## src/rtl/pipeline_control_pkg.sv

```systemverilog
// Shared definitions for the pipeline control block.
// Holds the control FSM state encoding and the default performance counter width.
package pipeline_control_pkg;

    localparam int unsigned CntWDefault = 16;

    typedef enum logic [1:0] {
        StRun     = 2'd0,
        StMemWait = 2'd1,
        StHalt    = 2'd2
    } state_e;

endpackage

```

## src/rtl/pipeline_control_sat_counter.sv

```systemverilog
// Saturating up-counter.
// Ports:
//   clk   - clock, counts on rising edge
//   rst_n - asynchronous active-low reset, clears count
//   inc   - increment request for this cycle
//   count - current value, sticks at all-ones
module sat_counter #(
    parameter int unsigned WIDTH = 16
) (
    input  logic             clk,
    input  logic             rst_n,
    input  logic             inc,
    output logic [WIDTH-1:0] count
);

    always_ff @(posedge clk or negedge rst_n) begin
        if (!rst_n) begin
            count <= '0;
        end else if (inc && (count != {WIDTH{1'b1}})) begin
            count <= count + 1'b1;
        end
    end

endmodule

```

## src/rtl/pipeline_control.sv

```systemverilog
// Five-stage pipeline hazard/stall/flush controller.
// Ports:
//   clk, rst_n                 - clock and asynchronous active-low reset
//   load_use_stall             - ID-stage load-use hazard
//   branch_taken               - redirect resolved in MEM (PC mux already on target)
//   mem_req, mem_ready         - MEM-stage access and its completion
//   halt_req                   - ecall/ebreak retiring in WB
//   pc_we, *_we                - PC and pipeline register write enables
//   *_flush, mem_wb_bubble     - insert NOPs into pipeline registers
//   halted                     - core stopped until reset
//   stall_cnt, flush_cnt       - saturating performance counters
module pipeline_control
    import pipeline_control_pkg::*;
#(
    parameter int unsigned CNT_W = CntWDefault
) (
    input  logic             clk,
    input  logic             rst_n,
    input  logic             load_use_stall,
    input  logic             branch_taken,
    input  logic             mem_req,
    input  logic             mem_ready,
    input  logic             halt_req,
    output logic             pc_we,
    output logic             if_id_we,
    output logic             id_ex_we,
    output logic             ex_mem_we,
    output logic             if_id_flush,
    output logic             id_ex_flush,
    output logic             ex_mem_flush,
    output logic             mem_wb_bubble,
    output logic             halted,
    output logic [CNT_W-1:0] stall_cnt,
    output logic [CNT_W-1:0] flush_cnt
);

    state_e state_q, state_d;
    logic   redirect_pend_q, redirect_pend_d;

    always_ff @(posedge clk or negedge rst_n) begin
        if (!rst_n) begin
            state_q         <= StRun;
            redirect_pend_q <= 1'b0;
        end else begin
            state_q         <= state_d;
            redirect_pend_q <= redirect_pend_d;
        end
    end

    always_comb begin
        state_d         = state_q;
        redirect_pend_d = redirect_pend_q;
        pc_we           = 1'b1;
        if_id_we        = 1'b1;
        id_ex_we        = 1'b1;
        ex_mem_we       = 1'b1;
        if_id_flush     = 1'b0;
        id_ex_flush     = 1'b0;
        ex_mem_flush    = 1'b0;
        mem_wb_bubble   = 1'b0;
        halted          = 1'b0;

        unique case (state_q)
            StRun: begin
                if (halt_req) begin
                    {pc_we, if_id_we, id_ex_we, ex_mem_we} = 4'b0000;
                    state_d = StHalt;
                end else if (mem_req && !mem_ready) begin
                    {pc_we, if_id_we, id_ex_we, ex_mem_we} = 4'b0000;
                    mem_wb_bubble = 1'b1;
                    state_d       = StMemWait;
                    // The redirect must survive the memory stall and be applied on release.
                    if (branch_taken) redirect_pend_d = 1'b1;
                end else if (branch_taken) begin
                    {if_id_flush, id_ex_flush, ex_mem_flush} = 3'b111;
                end else if (load_use_stall) begin
                    pc_we       = 1'b0;
                    if_id_we    = 1'b0;
                    id_ex_flush = 1'b1;
                end
            end
            StMemWait: begin
                // halt_req is ignored here: WB only ever sees a bubble while waiting.
                if (!mem_ready) begin
                    {pc_we, if_id_we, id_ex_we, ex_mem_we} = 4'b0000;
                    mem_wb_bubble = 1'b1;
                    if (branch_taken) redirect_pend_d = 1'b1;
                end else begin
                    state_d         = StRun;
                    redirect_pend_d = 1'b0;
                    if (branch_taken || redirect_pend_q) begin
                        {if_id_flush, id_ex_flush, ex_mem_flush} = 3'b111;
                    end else if (load_use_stall) begin
                        pc_we       = 1'b0;
                        if_id_we    = 1'b0;
                        id_ex_flush = 1'b1;
                    end
                end
            end
            StHalt: begin
                {pc_we, if_id_we, id_ex_we, ex_mem_we} = 4'b0000;
                mem_wb_bubble = 1'b1;
                halted        = 1'b1;
            end
            default: begin
                state_d = StRun;
            end
        endcase

        // Outputs are combinational, so force them quiet while reset is held.
        if (!rst_n) begin
            {pc_we, if_id_we, id_ex_we, ex_mem_we}   = 4'b0000;
            {if_id_flush, id_ex_flush, ex_mem_flush} = 3'b000;
            mem_wb_bubble = 1'b0;
            halted        = 1'b0;
        end
    end

    logic stall_inc;
    assign stall_inc = !pc_we && (state_q != StHalt);

    sat_counter #(
        .WIDTH (CNT_W)
    ) u_stall_cnt (
        .clk   (clk),
        .rst_n (rst_n),
        .inc   (stall_inc),
        .count (stall_cnt)
    );

    sat_counter #(
        .WIDTH (CNT_W)
    ) u_flush_cnt (
        .clk   (clk),
        .rst_n (rst_n),
        .inc   (if_id_flush),
        .count (flush_cnt)
    );

endmodule

```

## config.mk

```make
export PLATFORM = sky130hd
export DESIGN_NAME = pipeline_control
export DESIGN_NICKNAME = d
export VERILOG_FILES = /design/src/rtl/pipeline_control_pkg.sv /design/src/rtl/pipeline_control_sat_counter.sv /design/src/rtl/pipeline_control.sv
export SDC_FILE = /design/constraint.sdc
export NUM_CORES = 1
export LEC_CHECK = 0
export BUFFER_PORTS_ARGS = -buffer_cell sky130_fd_sc_hd__buf_4
export CAP_MARGIN = 20
export CORE_MARGIN = 1
export CORE_UTILIZATION = 50
export CTS_CLUSTER_DIAMETER = 150
export DETAILED_ROUTE_END_ITERATION = 10
export PLACE_DENSITY = 0.73
export SLEW_MARGIN = 20
export SYNTH_ARGS = -nofsm -noshare
export SYNTH_HDL_FRONTEND = slang
export SYNTH_SLANG_ARGS = --single-unit
export TNS_END_PERCENT = 30
```

## constraint.sdc

```tcl
create_clock -name clk -period 3.16 [get_ports clk]
set_clock_uncertainty 0.1 [all_clocks]
set_input_delay 0 -clock clk [delete_from_list [all_inputs] [get_ports clk]]
set_output_delay 0 -clock clk [all_outputs]
set_load 0.02 [all_outputs]
```

==> flow_summary_export.csv <==
group,metric,value,unit
clocking,h-tree-depth,2,
finish,syn_to_final_growth,26.57,%
finish,n_antenna_cell,0,
sta,rsz0062_at_grt,"no",
synth,yosysWarnings,0,
sta,final_max_slew_viol_count,0,
finish,fin_nets,250,
worst_setup_path,endpoint_kind,"register",
route,via_per_inst,5.372,
worst_setup_path,cpLargestDelayFamily,"compound AO/OA/AOI/OAI gates",
placement,io_buffers,47,
worst_setup_path,r2r_end,"u_stall_cnt.count[12]$_DFFE_PN0P_",
global_routing,grt_pass1_vias,1494,
synth,yosysMostFrequentCell,"dfrtp_1",
worst_setup_path,crit_end,"u_stall_cnt.count[12]$_DFFE_PN0P_",
clocking,path_clk_slew,70,ps
floorplan,die_w,63.76,µm
synth,netlist_instances,188,
synth,synth_common_cells,"dfrtp_1 (35), nand2_1 (19), nor2_1 (15), nand3_1 (14), xor2_1 (13)",
floorplan,die_area,4065,µm²
route,route.vias.total,1558,
synth,yosysSeqAreaShare,45.93,%
worst_hold_path,hold_path.class,"in -> reg",
worst_setup_path,cp.arrival,2260,ps
worst_setup_path,crit_slowest_cell,"dlygate4sd3_1",
route,wl_per_cell,13.11,µm
worst_setup_path,r2r_cells,4,
synth,yosys_register_bits,35,
power,power.leakage,1.049,nW
power,p_int,0.7473,mW
global_routing,grt-ovfl-total,0,
global_routing,grt_pass1_wl,6513,µm
floorplan,ioPinCount,48,
worst_setup_path,rr_startpoint,"state_q[1]$_DFFE_PN0P_",
clocking,cts.path.max_buffers,2,
sta,min_period,2194,ps
synth,synth_area,1907,µm²
clocking,cts.sinks,35,
clocking,cts_made_buffers,5,
route,first_pass_iters,4,
clocking,cts_resized,0,
sta,fin_tns_setup,0,ps
flow_run,drv_cap,0,
placement,place.gp.congestion,0.8437,
worst_setup_path,critPathRequiredTime,3230,ps
power,power_switching,0.3639,mW
synth,async_reset_ff_share,100.0,%
power,power,1.111,mW
worst_setup_path,cp-start-kind,"input pin",
route,drtAntennaViolNets,0,
worst_setup_path,crit_cells,7,
clocking,clk_latency,280,ps
synth,synth_edf_count,0,
clocking,cts_tree,"yes",
synth,synth_top_area_share,45.93,%
synth,synth_flop_cell,"dfrtp_1",
worst_setup_path,path_class,"in -> reg",
worst_setup_path,path_max_fanout,15,
power,p_comb_share,22.0,%
route,wl,3801,µm
sta,fin_crit_sh,69.44,%
power,vdd_drop_max,0.6305,mV
worst_setup_path,startpoint,"branch_taken",
power,power.density,460.4,nW/µm²
sta,hold_violations,0,
placement,dp_hpwl,2722,µm
synth,synth.area.top_cells,"dfrtp_1 (46%), xor2_1 (6.0%), xnor2_1 (5.5%)",
clocking,root_buffer,"clkbuf_8",
power,switching_share,32.75,%
sta,tightestPinTransition,554.5,ps
sta,setup_viol,0,
worst_setup_path,path_cells,"dlygate4sd3_1, buf_4, nand2b_4, o311a_1, a311o_4, nor4_1, mux2_2",
status,run_status,"finished, final reports clean",
floorplan,fp.dieH,63.76,µm
worst_setup_path,max_stage_delay,540,ps
synth,yosys.area.top_type,"dfrtp_1",
route,route.detailed.drc,0,
global_routing,grt_usage,20.50,%
route,drt-initial-drc-count,67,
power,seq_power_share,50.3,%
synth,synth.distinct_cells,42,
power,clkPwrFrac,27.7,%
worst_setup_path,reg2reg_slack,970,ps
synth,synth_nets,197,
floorplan,core,3661,µm²
worst_setup_path,path_buf_inv,2,
synth,synth_area_per_cell,10.14,µm²
sta,fmax,455.7,MHz
finish,drive_gt1_share,28.51,%
floorplan,row_count,22,
sta,slew_headroom,62.96,%
global_routing,grt_max_degree,43,
global_routing,antenna_found_initial,0,
floorplan,initial_utilization,52.08,%
## per-layer routing
| metal | GRT usage [%] | up-vias | part of all wire (%) |
|---|---|---|---|
| met3 | 4.643 | 7 | 3.7 |
| met5 | 0 | - | 0 |
| met4 | 7.955 | 0 | 1.8 |
| met2 | 35.11 | 33 | 49 |
| li1 | - | 774 | - |
| met1 | 24.88 | 744 | 46 |
## logic make-up (layout without fill, tap and decap cells)
kind of cell    Yosys count  count (layout)  share of synthesized area, %
flops                    35              35                         45.93
fa+ha+maj                 2               2                         1.312
buf+inv                  11              65                         3.280
compound gates           21              21                         8.399
simple gates             89              89                         26.44
xor+xnor                 25              25                         11.48
mux                       5               5                         3.149
## through the flow
step / instances / instance area [µm²] / setup slack, ps / hold slack [ps] / util, %
2_1_floorplan: 188 / 1907 / 1043 / -395.6 / -
3_3_place_gp: 277 / 2280 / 1012 / -99.74 / 62.27
3_5_place_dp: 277 / 2280 / 969.7 / -101.8 / 62.27
4_1_cts: 290 / 2414 / 962.4 / 95.37 / 65.93
5_1_grt: 290 / 2414 / 772.4 / 162.0 / 65.93
6_report: 290 / 2414 / 965.6 / 105.5 / 65.93
## power by group through the flow
stage / clock network (mW) / logic, mW / registers (mW)
after floorplan: 0 / 0.0912 / 0.602
after detailed placement: 0 / 0.242 / 0.566
final: 0.308 / 0.244 / 0.559
after CTS: 0.317 / 0.247 / 0.557
after global placement: 0 / 0.237 / 0.565
after global routing: 0.337 / 0.271 / 0.570
## placed cells by master (no fill, tap or decap), types with 4 or more instances in the layout
cell           instances
nand2_1               19
nor2_1                15
dfrtp_1               35
o21ai_0                4
nor4_1                 4
a21oi_1                5
xor2_1                13
nor3_1                 7
buf_4                 48
o21a_1                 4
nand4_1               12
clkbuf_8               5
inv_1                  4
dlygate4sd3_1          5
mux2_2                 4
xnor2_1               12
nand3_1               14
## flip-flops by register name, indices dropped and copies added (netlist names)
name	flops
u_flush_cnt.count	16
u_stall_cnt.count	16
state_q	2
redirect_pend_q	1
## repair_timing
item                                   4_1_cts  5_1_grt
hold buffers                                 5        0
endpoints found under the hold margin       38        0
setup buffers                                0        0
## worst min-delay path by stage
stage / depth (start not counted) / endpoint / from / slack (ps)
3_5_place_dp: 1 / u_flush_cnt.count[7]$_DFFE_PN0P_ / rst_n / -100
2_1_floorplan: 0 / redirect_pend_q$_DFFE_PN0P_ / rst_n / -400
3_3_place_gp: 1 / u_flush_cnt.count[6]$_DFFE_PN0P_ / rst_n / -100
6_report: 5 / redirect_pend_q$_DFFE_PN0P_ / mem_req / 110
4_1_cts: 5 / redirect_pend_q$_DFFE_PN0P_ / mem_req / 100
5_1_grt: 2 / u_flush_cnt.count[7]$_DFFE_PN0P_ / rst_n / 160
## final cells by class
type	count	area (µm²)
fill	312	1247
multi-input combinational	142	968.4
sequential	35	875.8
timing repair buffer	53	410.4
clock buffer	5	68.82
tap	48	60.06
clock inverter	3	15.01
inverter	4	15.01
## worst min-delay path, stage by stage
cell	delay, ps
buf_4	120
a21oi_1	130
nor3_1	80
nand2_1	60
nand2_1	50
Power figures use the tool's default switching activity.
